==> src/rtl/decl_rr_arbiter_if.sv <==
// Requester-side bundle for decl_rr_arbiter: request/accept, response/ready, owner index and busy flag.
interface decl_rr_arbiter_if #(
  parameter int N = 4
);
  localparam int GW = $clog2(N);

  logic [N-1:0]  req_valid;
  logic [N-1:0]  req_x;
  logic [N-1:0]  req_y;
  logic [N-1:0]  req_ready;
  logic [N-1:0]  resp_valid;
  logic [N-1:0]  resp_ready;
  logic          resp_x;
  logic          resp_y;
  logic [GW-1:0] grant_id;
  logic          busy;

  modport master (
    output req_valid, req_x, req_y, resp_ready,
    input  req_ready, resp_valid, resp_x, resp_y, grant_id, busy
  );

  modport slave (
    input  req_valid, req_x, req_y, resp_ready,
    output req_ready, resp_valid, resp_x, resp_y, grant_id, busy
  );
endinterface

==> src/rtl/decl_rr_arbiter.sv <==
// Round-robin sequencer sharing one external Decl among N requesters; response DECL_LATENCY+2 cycles after accept,
// RESP held indefinitely under backpressure. Define DECL_ARB_B2B_EN to re-arbitrate in the response handshake cycle.
module decl_rr_arbiter #(
  parameter int  N            = 4,
  parameter int  DECL_LATENCY = 0,
  localparam int GW           = $clog2(N),
  localparam int CW           = (DECL_LATENCY > 0) ? $clog2(DECL_LATENCY + 1) : 1
) (
  input  logic             CLK,
  input  logic             ASYNCRESET,
  decl_rr_arbiter_if.slave bus,
  output logic             decl_I_x,
  output logic             decl_I_y,
  input  logic             decl_O_x,
  input  logic             decl_O_y
);

  typedef enum logic [1:0] {IDLE, WAIT, RESP} state_t;

  state_t        state, state_nxt;
  logic [GW-1:0] last_grant, last_grant_nxt;
  logic [GW-1:0] grant, grant_nxt;
  logic          in_x, in_x_nxt, in_y, in_y_nxt;
  logic          out_x, out_x_nxt, out_y, out_y_nxt;
  logic [CW-1:0] cnt, cnt_nxt;

  logic          resp_hs;
  logic          arb_en;
  logic [GW-1:0] arb_base;
  logic          win_vld;
  logic [GW-1:0] win_idx;
  logic [GW:0]   scan;
  logic          accept;

  assign resp_hs = (state == RESP) && bus.resp_ready[grant];

  // Arbitration is suppressed while reset is held so req_ready reads 0 during reset.
  always_comb begin
    arb_en   = 1'b0;
    arb_base = last_grant;
    if (!ASYNCRESET) begin
      if (state == IDLE) begin
        arb_en = 1'b1;
      end
`ifdef DECL_ARB_B2B_EN
      else if (resp_hs) begin
        arb_en   = 1'b1;
        arb_base = grant;
      end
`endif
    end
  end

  always_comb begin
    win_vld = 1'b0;
    win_idx = '0;
    scan    = '0;
    for (int i = 1; i <= N; i++) begin
      scan = {1'b0, arb_base} + (GW+1)'(i);
      if (scan >= (GW+1)'(N)) begin
        scan = scan - (GW+1)'(N);
      end
      if (!win_vld && bus.req_valid[scan[GW-1:0]]) begin
        win_vld = 1'b1;
        win_idx = scan[GW-1:0];
      end
    end
  end

  assign accept = arb_en && win_vld;

  always_comb begin
    state_nxt      = state;
    last_grant_nxt = last_grant;
    grant_nxt      = grant;
    in_x_nxt       = in_x;
    in_y_nxt       = in_y;
    out_x_nxt      = out_x;
    out_y_nxt      = out_y;
    cnt_nxt        = cnt;
    unique case (state)
      IDLE: begin
        state_nxt = IDLE;
      end
      WAIT: begin
        if (cnt == '0) begin
          out_x_nxt = decl_O_x;
          out_y_nxt = decl_O_y;
          state_nxt = RESP;
        end else begin
          cnt_nxt = cnt - CW'(1);
        end
      end
      RESP: begin
        if (resp_hs) begin
          last_grant_nxt = grant;
          state_nxt      = IDLE;
        end
      end
      default: begin
        state_nxt = IDLE;
      end
    endcase
    // Accept can only fire from IDLE or, with back-to-back enabled, the RESP handshake cycle.
    if (accept) begin
      in_x_nxt  = bus.req_x[win_idx];
      in_y_nxt  = bus.req_y[win_idx];
      grant_nxt = win_idx;
      cnt_nxt   = CW'(DECL_LATENCY);
      state_nxt = WAIT;
    end
  end

  always_ff @(posedge CLK or posedge ASYNCRESET) begin
    if (ASYNCRESET) begin
      state      <= IDLE;
      last_grant <= GW'(N - 1);
      grant      <= '0;
      in_x       <= 1'b0;
      in_y       <= 1'b0;
      out_x      <= 1'b0;
      out_y      <= 1'b0;
      cnt        <= '0;
    end else begin
      state      <= state_nxt;
      last_grant <= last_grant_nxt;
      grant      <= grant_nxt;
      in_x       <= in_x_nxt;
      in_y       <= in_y_nxt;
      out_x      <= out_x_nxt;
      out_y      <= out_y_nxt;
      cnt        <= cnt_nxt;
    end
  end

  assign bus.req_ready  = accept ? (N'(1) << win_idx) : '0;
  assign bus.resp_valid = (state == RESP) ? (N'(1) << grant) : '0;
  assign bus.resp_x     = out_x;
  assign bus.resp_y     = out_y;
  assign bus.grant_id   = grant;
  assign bus.busy       = (state != IDLE);
  assign decl_I_x       = in_x;
  assign decl_I_y       = in_y;

endmodule

==> src/flat_wrapper.sv <==
// flat-port wrapper written by rule: the top's interface ports become plain ports
module decl_rr_arbiter_flat 
#(
  parameter int  N            = 4,
  parameter int  DECL_LATENCY = 0,
  localparam int GW           = $clog2(N),
  localparam int CW           = (DECL_LATENCY > 0) ? $clog2(DECL_LATENCY + 1) : 1
)
  (CLK, ASYNCRESET, decl_I_x, decl_I_y, decl_O_x, decl_O_y, bus_req_valid, bus_req_x, bus_req_y, bus_resp_ready, bus_req_ready, bus_resp_valid, bus_resp_x, bus_resp_y, bus_grant_id, bus_busy);
  decl_rr_arbiter_if #(.N(N)) bus_i ();
  input  logic CLK;
  input  logic ASYNCRESET;
  output logic decl_I_x;
  output logic decl_I_y;
  input  logic decl_O_x;
  input  logic decl_O_y;
  input wire logic [$bits(bus_i.req_valid)-1:0] bus_req_valid;
  input wire logic [$bits(bus_i.req_x)-1:0] bus_req_x;
  input wire logic [$bits(bus_i.req_y)-1:0] bus_req_y;
  input wire logic [$bits(bus_i.resp_ready)-1:0] bus_resp_ready;
  output wire logic [$bits(bus_i.req_ready)-1:0] bus_req_ready;
  output wire logic [$bits(bus_i.resp_valid)-1:0] bus_resp_valid;
  output wire logic [$bits(bus_i.resp_x)-1:0] bus_resp_x;
  output wire logic [$bits(bus_i.resp_y)-1:0] bus_resp_y;
  output wire logic [$bits(bus_i.grant_id)-1:0] bus_grant_id;
  output wire logic [$bits(bus_i.busy)-1:0] bus_busy;
  assign bus_i.req_valid = bus_req_valid;
  assign bus_i.req_x = bus_req_x;
  assign bus_i.req_y = bus_req_y;
  assign bus_i.resp_ready = bus_resp_ready;
  assign bus_req_ready = bus_i.req_ready;
  assign bus_resp_valid = bus_i.resp_valid;
  assign bus_resp_x = bus_i.resp_x;
  assign bus_resp_y = bus_i.resp_y;
  assign bus_grant_id = bus_i.grant_id;
  assign bus_busy = bus_i.busy;
  decl_rr_arbiter #(.N(N), .DECL_LATENCY(DECL_LATENCY)) u_core (.CLK(CLK), .ASYNCRESET(ASYNCRESET), .bus(bus_i), .decl_I_x(decl_I_x), .decl_I_y(decl_I_y), .decl_O_x(decl_O_x), .decl_O_y(decl_O_y));
endmodule
==> config.mk <==
export PLATFORM = sky130hd
export DESIGN_NAME = decl_rr_arbiter_flat
export DESIGN_NICKNAME = d
export VERILOG_FILES = /design/src/rtl/decl_rr_arbiter_if.sv /design/src/rtl/decl_rr_arbiter.sv /design/src/flat_wrapper.sv
export SDC_FILE = /design/constraint.sdc
export NUM_CORES = 1
export LEC_CHECK = 0
export ABC_CLOCK_PERIOD_IN_PS = 4570
export CORE_UTILIZATION = 40
export CTS_CLUSTER_SIZE = 10
export DETAILED_ROUTE_END_ITERATION = 10
export PLACE_DENSITY = 0.83
export SETUP_SLACK_MARGIN = 0.05
export SLEW_MARGIN = 25
export SYNTH_ARGS = -nofsm -noshare
export SYNTH_HDL_FRONTEND = slang
export SYNTH_SLANG_ARGS = --single-unit
export TNS_END_PERCENT = 10
==> constraint.sdc <==
create_clock -name CLK -period 4.57 [get_ports CLK]
set_input_delay 0.914 -clock CLK [delete_from_list [all_inputs] [get_ports CLK]]
set_output_delay 0.914 -clock CLK [all_outputs]
set_load 0.005 [all_outputs]
# Word-level counts from Yosys, hierarchy flattened
# Index checks and enable logic that the tools add are counted.
# Widths: inputs -> output; s select.
# totals
input_bits,20
ff_bits,11
out_inout_bits,15
# op_classes
muxes,37
eq_ne,4
n_lt_le_gt_ge,10
n_reduce_logical,14
shifts,2
add_sub_neg,9
bitwise_logic,1
# ops
operator,count
$mux 2,11
$lt 2x3->1 const B,6
$mux 1,16
$bmux 1 s2,7
$ge 3x3->1 const B,4
$mux 4,2
$shl 1x2->4 const A,2
$sub 2x1->2 const B,4
$add 2x2->3 const B,2
$reduce_and 2->1,3
$logic_and 1x1->1,5
$pmux 2 s2,1
$reduce_bool 2->1,2
$add 2x1->3 const B,1
$add 2x3->3 const B,1
$logic_not 1->1,3
$ne 3x1->1 const B,1
$ne 3x3->1 const B,1
$eq 2x1->1 const B,1
$eq 2x2->1 const B,1
$logic_not 2->1,1
$not 1->1,1
$sub 1x1->1 const B,1

# Depth between registers and ports, before layout
# logic_depth
ltp_word,18
depth_mapped,6

# Worst setup path before layout
# Ideal clock, no wire load.
# synth_path
path_type,in2out
from,input bus_req_valid[0]
to,output bus_req_ready[2]
n_path_buf,1
arrival_time_ps,1911
slack_ps,1745
required_time_ps,3656
cell_stages,5
path_cell_list,nor4_1 -> or3_1 -> buf_6 -> or3_4 -> nor2_2
# synth_between
elab_chain_cells,14
word_cells_on_any_way,25
# synth_rtl
item,line_no,text
from (decl),flat_wrapper.sv:17,input wire logic [$bits(bus_i.req_valid)-1:0] bus_req_valid;
$bmux 1 s2,decl_rr_arbiter.sv:63,if (!win_vld && bus.req_valid[scan[GW-1:0]]) begin
$mux 1 (implied by the code),decl_rr_arbiter.sv:63,
$mux 1,decl_rr_arbiter.sv:63,
$logic_not 1->1,decl_rr_arbiter.sv:63,
$logic_and 1x1->1,decl_rr_arbiter.sv:63,
$mux 1,decl_rr_arbiter.sv:63,
$logic_not 1->1,decl_rr_arbiter.sv:63,
$logic_and 1x1->1,decl_rr_arbiter.sv:63,
$mux 1,decl_rr_arbiter.sv:63,
$logic_not 1->1,decl_rr_arbiter.sv:63,
$logic_and 1x1->1,decl_rr_arbiter.sv:63,
$mux 2 or $mux 1 (tied branches),decl_rr_arbiter.sv:63,
$shl 1x2->4 or $logic_and 1x1->1 (tied branches),"decl_rr_arbiter.sv:136, decl_rr_arbiter.sv:70",
$mux 4 *,decl_rr_arbiter.sv:136,assign bus.req_ready = accept ? (N'(1) << win_idx) : '0;
to (decl),flat_wrapper.sv:21,output wire logic [$bits(bus_i.req_ready)-1:0] bus_req_ready;
# Mark *: on every way between the ends. The rest lies on a longest branch, timed or not. The select of a mux whose other input is x is not followed.

# Final worst setup path
# layout_path
from,input bus_req_valid[1]
to,output bus_req_ready[3]
# Same word-level chain as after synthesis.

==> qor.txt <==
IO Pins: 35
Vias: 658
EDFF count, synth: 0
DR pass1 iterations: 2
Critical Path Sink Type: primary output
CTS max path bufs: 2
Outcome: complete, no violations
Reg-to-Reg End: u_core.decl_I_x
Worst-path clk slew: 60 ps
Syn Nets: 91
Clk sinks: 10
Die area: 1780 µm²
GP Congestion: 0.768
Hold Path Sink: u_core.bus.resp_y
Rel. slew slack: 67.4%
Height of the die: 42.2 µm
Final #Nets: 129
Area Growth Syn to Fin: 59.7%
Predominant post-synthesis flop cell: dfrtp_1
CTS Hold Bufs: 0
Final Core Density: 68.4%
Clk_lat worst skew: 260 ps
Startpoint Class: input port
Cell Count, Final, Fillers Out: 124
Max_cap viols: 0
Global Route Usage Sum: 18.2%
Final Hold Fails: 0
Synth cell count leaders: dfrtp_1, nand2_1, nor2_1
Dpl ws: 639 ps
Synth area leader: dfrtp_1
R2R setup slack: 2890 ps
RSZ-0062 raised after global routing: false
Clock Skews: 0.451 ps
Initial core utilization: 42.9%
RR Startpoint: u_core.arb_base[0]
Critical Path Fanout Max: 8
Final setup viols: 0
Final max-slew violation count: 0
Peak Freq: 254 MHz
Share of cells above drive strength 1: 13.0%
Yosys cell types: 30
YS warnings: 0
# rows: 14
Pin count of the biggest net entering global routing: 11
CP arrival: 3020 ps
Cell count after placement: 120
Hpwl dp: 1200 µm
P per Cell Area: 501 nW/µm²
Syn Inst Count: 71
Post-DR wirelength/cell: 11.3 µm
Number of I/O port buffers: 34
Worst Setup Path Type: input port to primary output
Setup tns final: 0 ps
Minimum clock period: 3930 ps
R2r worst-path depth: 5
Die Span X: 42.2 µm
Mapped Avg Cell Area: 9.09 µm²
Share of the synthesized area in the top cell type: 31.0%
DR iter-0 viols: 2
VDD IR-drop max: 0.205 mV
Tot Pwr: 0.000516 W
Async SR Flop Fraction: 100%
Total area of sequential cells: 253 µm²
Vias per cell: 5.31
Filler instances: 136
Required @ worst endpoint: 3660 ps
CTS Buf Count: 3
HP Class: flip-flop to flip-flop
Vias in the first global route: 603
Area of the multi-input gates: 367 µm²
CTS root buf: clkbuf_4
Synth area leaders: dfrtp_1, dfstp_2, mux2_2
Hold Path Cell Cnt: 1
Crit share post-route: 86.1%
PostCTS Resize Cnt: 0
Post-CTS setup buffer count: 0
Final worst slack: 635 ps
Worst Tran Pin Value: 484 ps
First-pass GRT wire length: 2490 µm
Synthesized cell area: 646 µm²
Grt total ovfl: 0
Seq/Total Area, Yosys: 39.1%
CTS tree: built
H-tree lvl count: 1
Min-delay src: u_core.bus.resp_y
Register bit total from synthesis: 10
Leak: 0.437 nW
Final WL: 1400 µm
CORE AREA: 1510 µm²
DRC: 0
Antenna violations before repair: 0
DRT antenna net count: 0
Ant. Diodes: 0
==> registers in the layout, indices dropped and copies added, names as in the netlist <==
register,count
u_core.decl_I_y,1
u_core.state,2
u_core.arb_base,2
u_core.bus.resp_y,1
u_core.bus.resp_x,1
u_core.decl_I_x,1
u_core.bus.grant_id,2
==> layout by cell type (no fill, tap or decap), types with 3 or more instances in the layout <==
| master | netlist | layout |
|---|---|---|
| inv_1 | 4 | 4 |
| clkbuf_4 | 0 | 3 |
| nand2b_1 | 3 | 3 |
| nor2_1 | 5 | 5 |
| nand2_1 | 8 | 8 |
| dfrtp_1 | 8 | 8 |
| clkdlybuf4s50_1 | 0 | 34 |
| mux2_2 | 4 | 4 |
| o21ai_1 | 4 | 4 |
| o21ai_0 | 3 | 3 |
==> how the worst max path moves through the flow <==
stage	startpoint	end	slack, ps	cells past startpoint
detailed placement	bus_req_valid[1]	bus_req_ready[3]	640	6
global placement	bus_req_valid[3]	bus_req_ready[3]	660	6
floorplan	bus_req_valid[0]	bus_req_ready[2]	1740	5
global route	bus_req_valid[1]	bus_req_ready[2]	530	6
CTS	bus_req_valid[0]	bus_req_ready[3]	640	6
finish	bus_req_valid[1]	bus_req_ready[3]	640	6
==> report_power, final <==
group,switching [W],internal (W)
clock network,0.0000300,0.0000483
registers,0.0000399,0.000136
logic,0.000101,0.000161
total,0.000171,0.000345
==> per-layer routing <==
metal  routed length, µm  global-route usage, %  part of all wire (%)
met4                  20                   7.50                   1.4
met3                 102                   2.59                   7.3
met1                 594                   21.4                    42
met5                   0                      0                     0
met2                 686                   32.6                    49
==> critical path, stage by stage <==
cell	delay [ps]
clkdlybuf4s50_1	540
nor4_1	70
or3_1	460
or3_4	440
nor2_2	100
clkdlybuf4s50_1	500
==> cells by family (layout without fill, tap and decap cells) <==
group	after synthesis	after routing	share of synthesized area (%)
AND/OR/NAND/NOR	35	35	30.6
AO/OA/AOI/OAI	14	14	12.6
flip-flops	10	10	39.1
buffers and inverters	5	42	4.07
multiplexers	7	7	13.6
==> stage by stage <==
stage | instance area (µm²) | hold WS [ps]
finish | 1030 | 505
global route | 1030 | 531
CTS | 1030 | 509
detailed placement | 995 | 494
global placement | 995 | 487
floorplan | 646 | 488
==> layout make-up <==
class | instances | area share (%)
Inverter | 4 | 1.46
Multi-Input combinational cell | 56 | 35.6
Timing Repair Buffer | 34 | 33.0
Sequential cell | 10 | 24.5
Clock buffer | 4 | 3.52
Tap cell | 16 | 1.94
No activity file was read; power rests on OpenSTA's default activity.
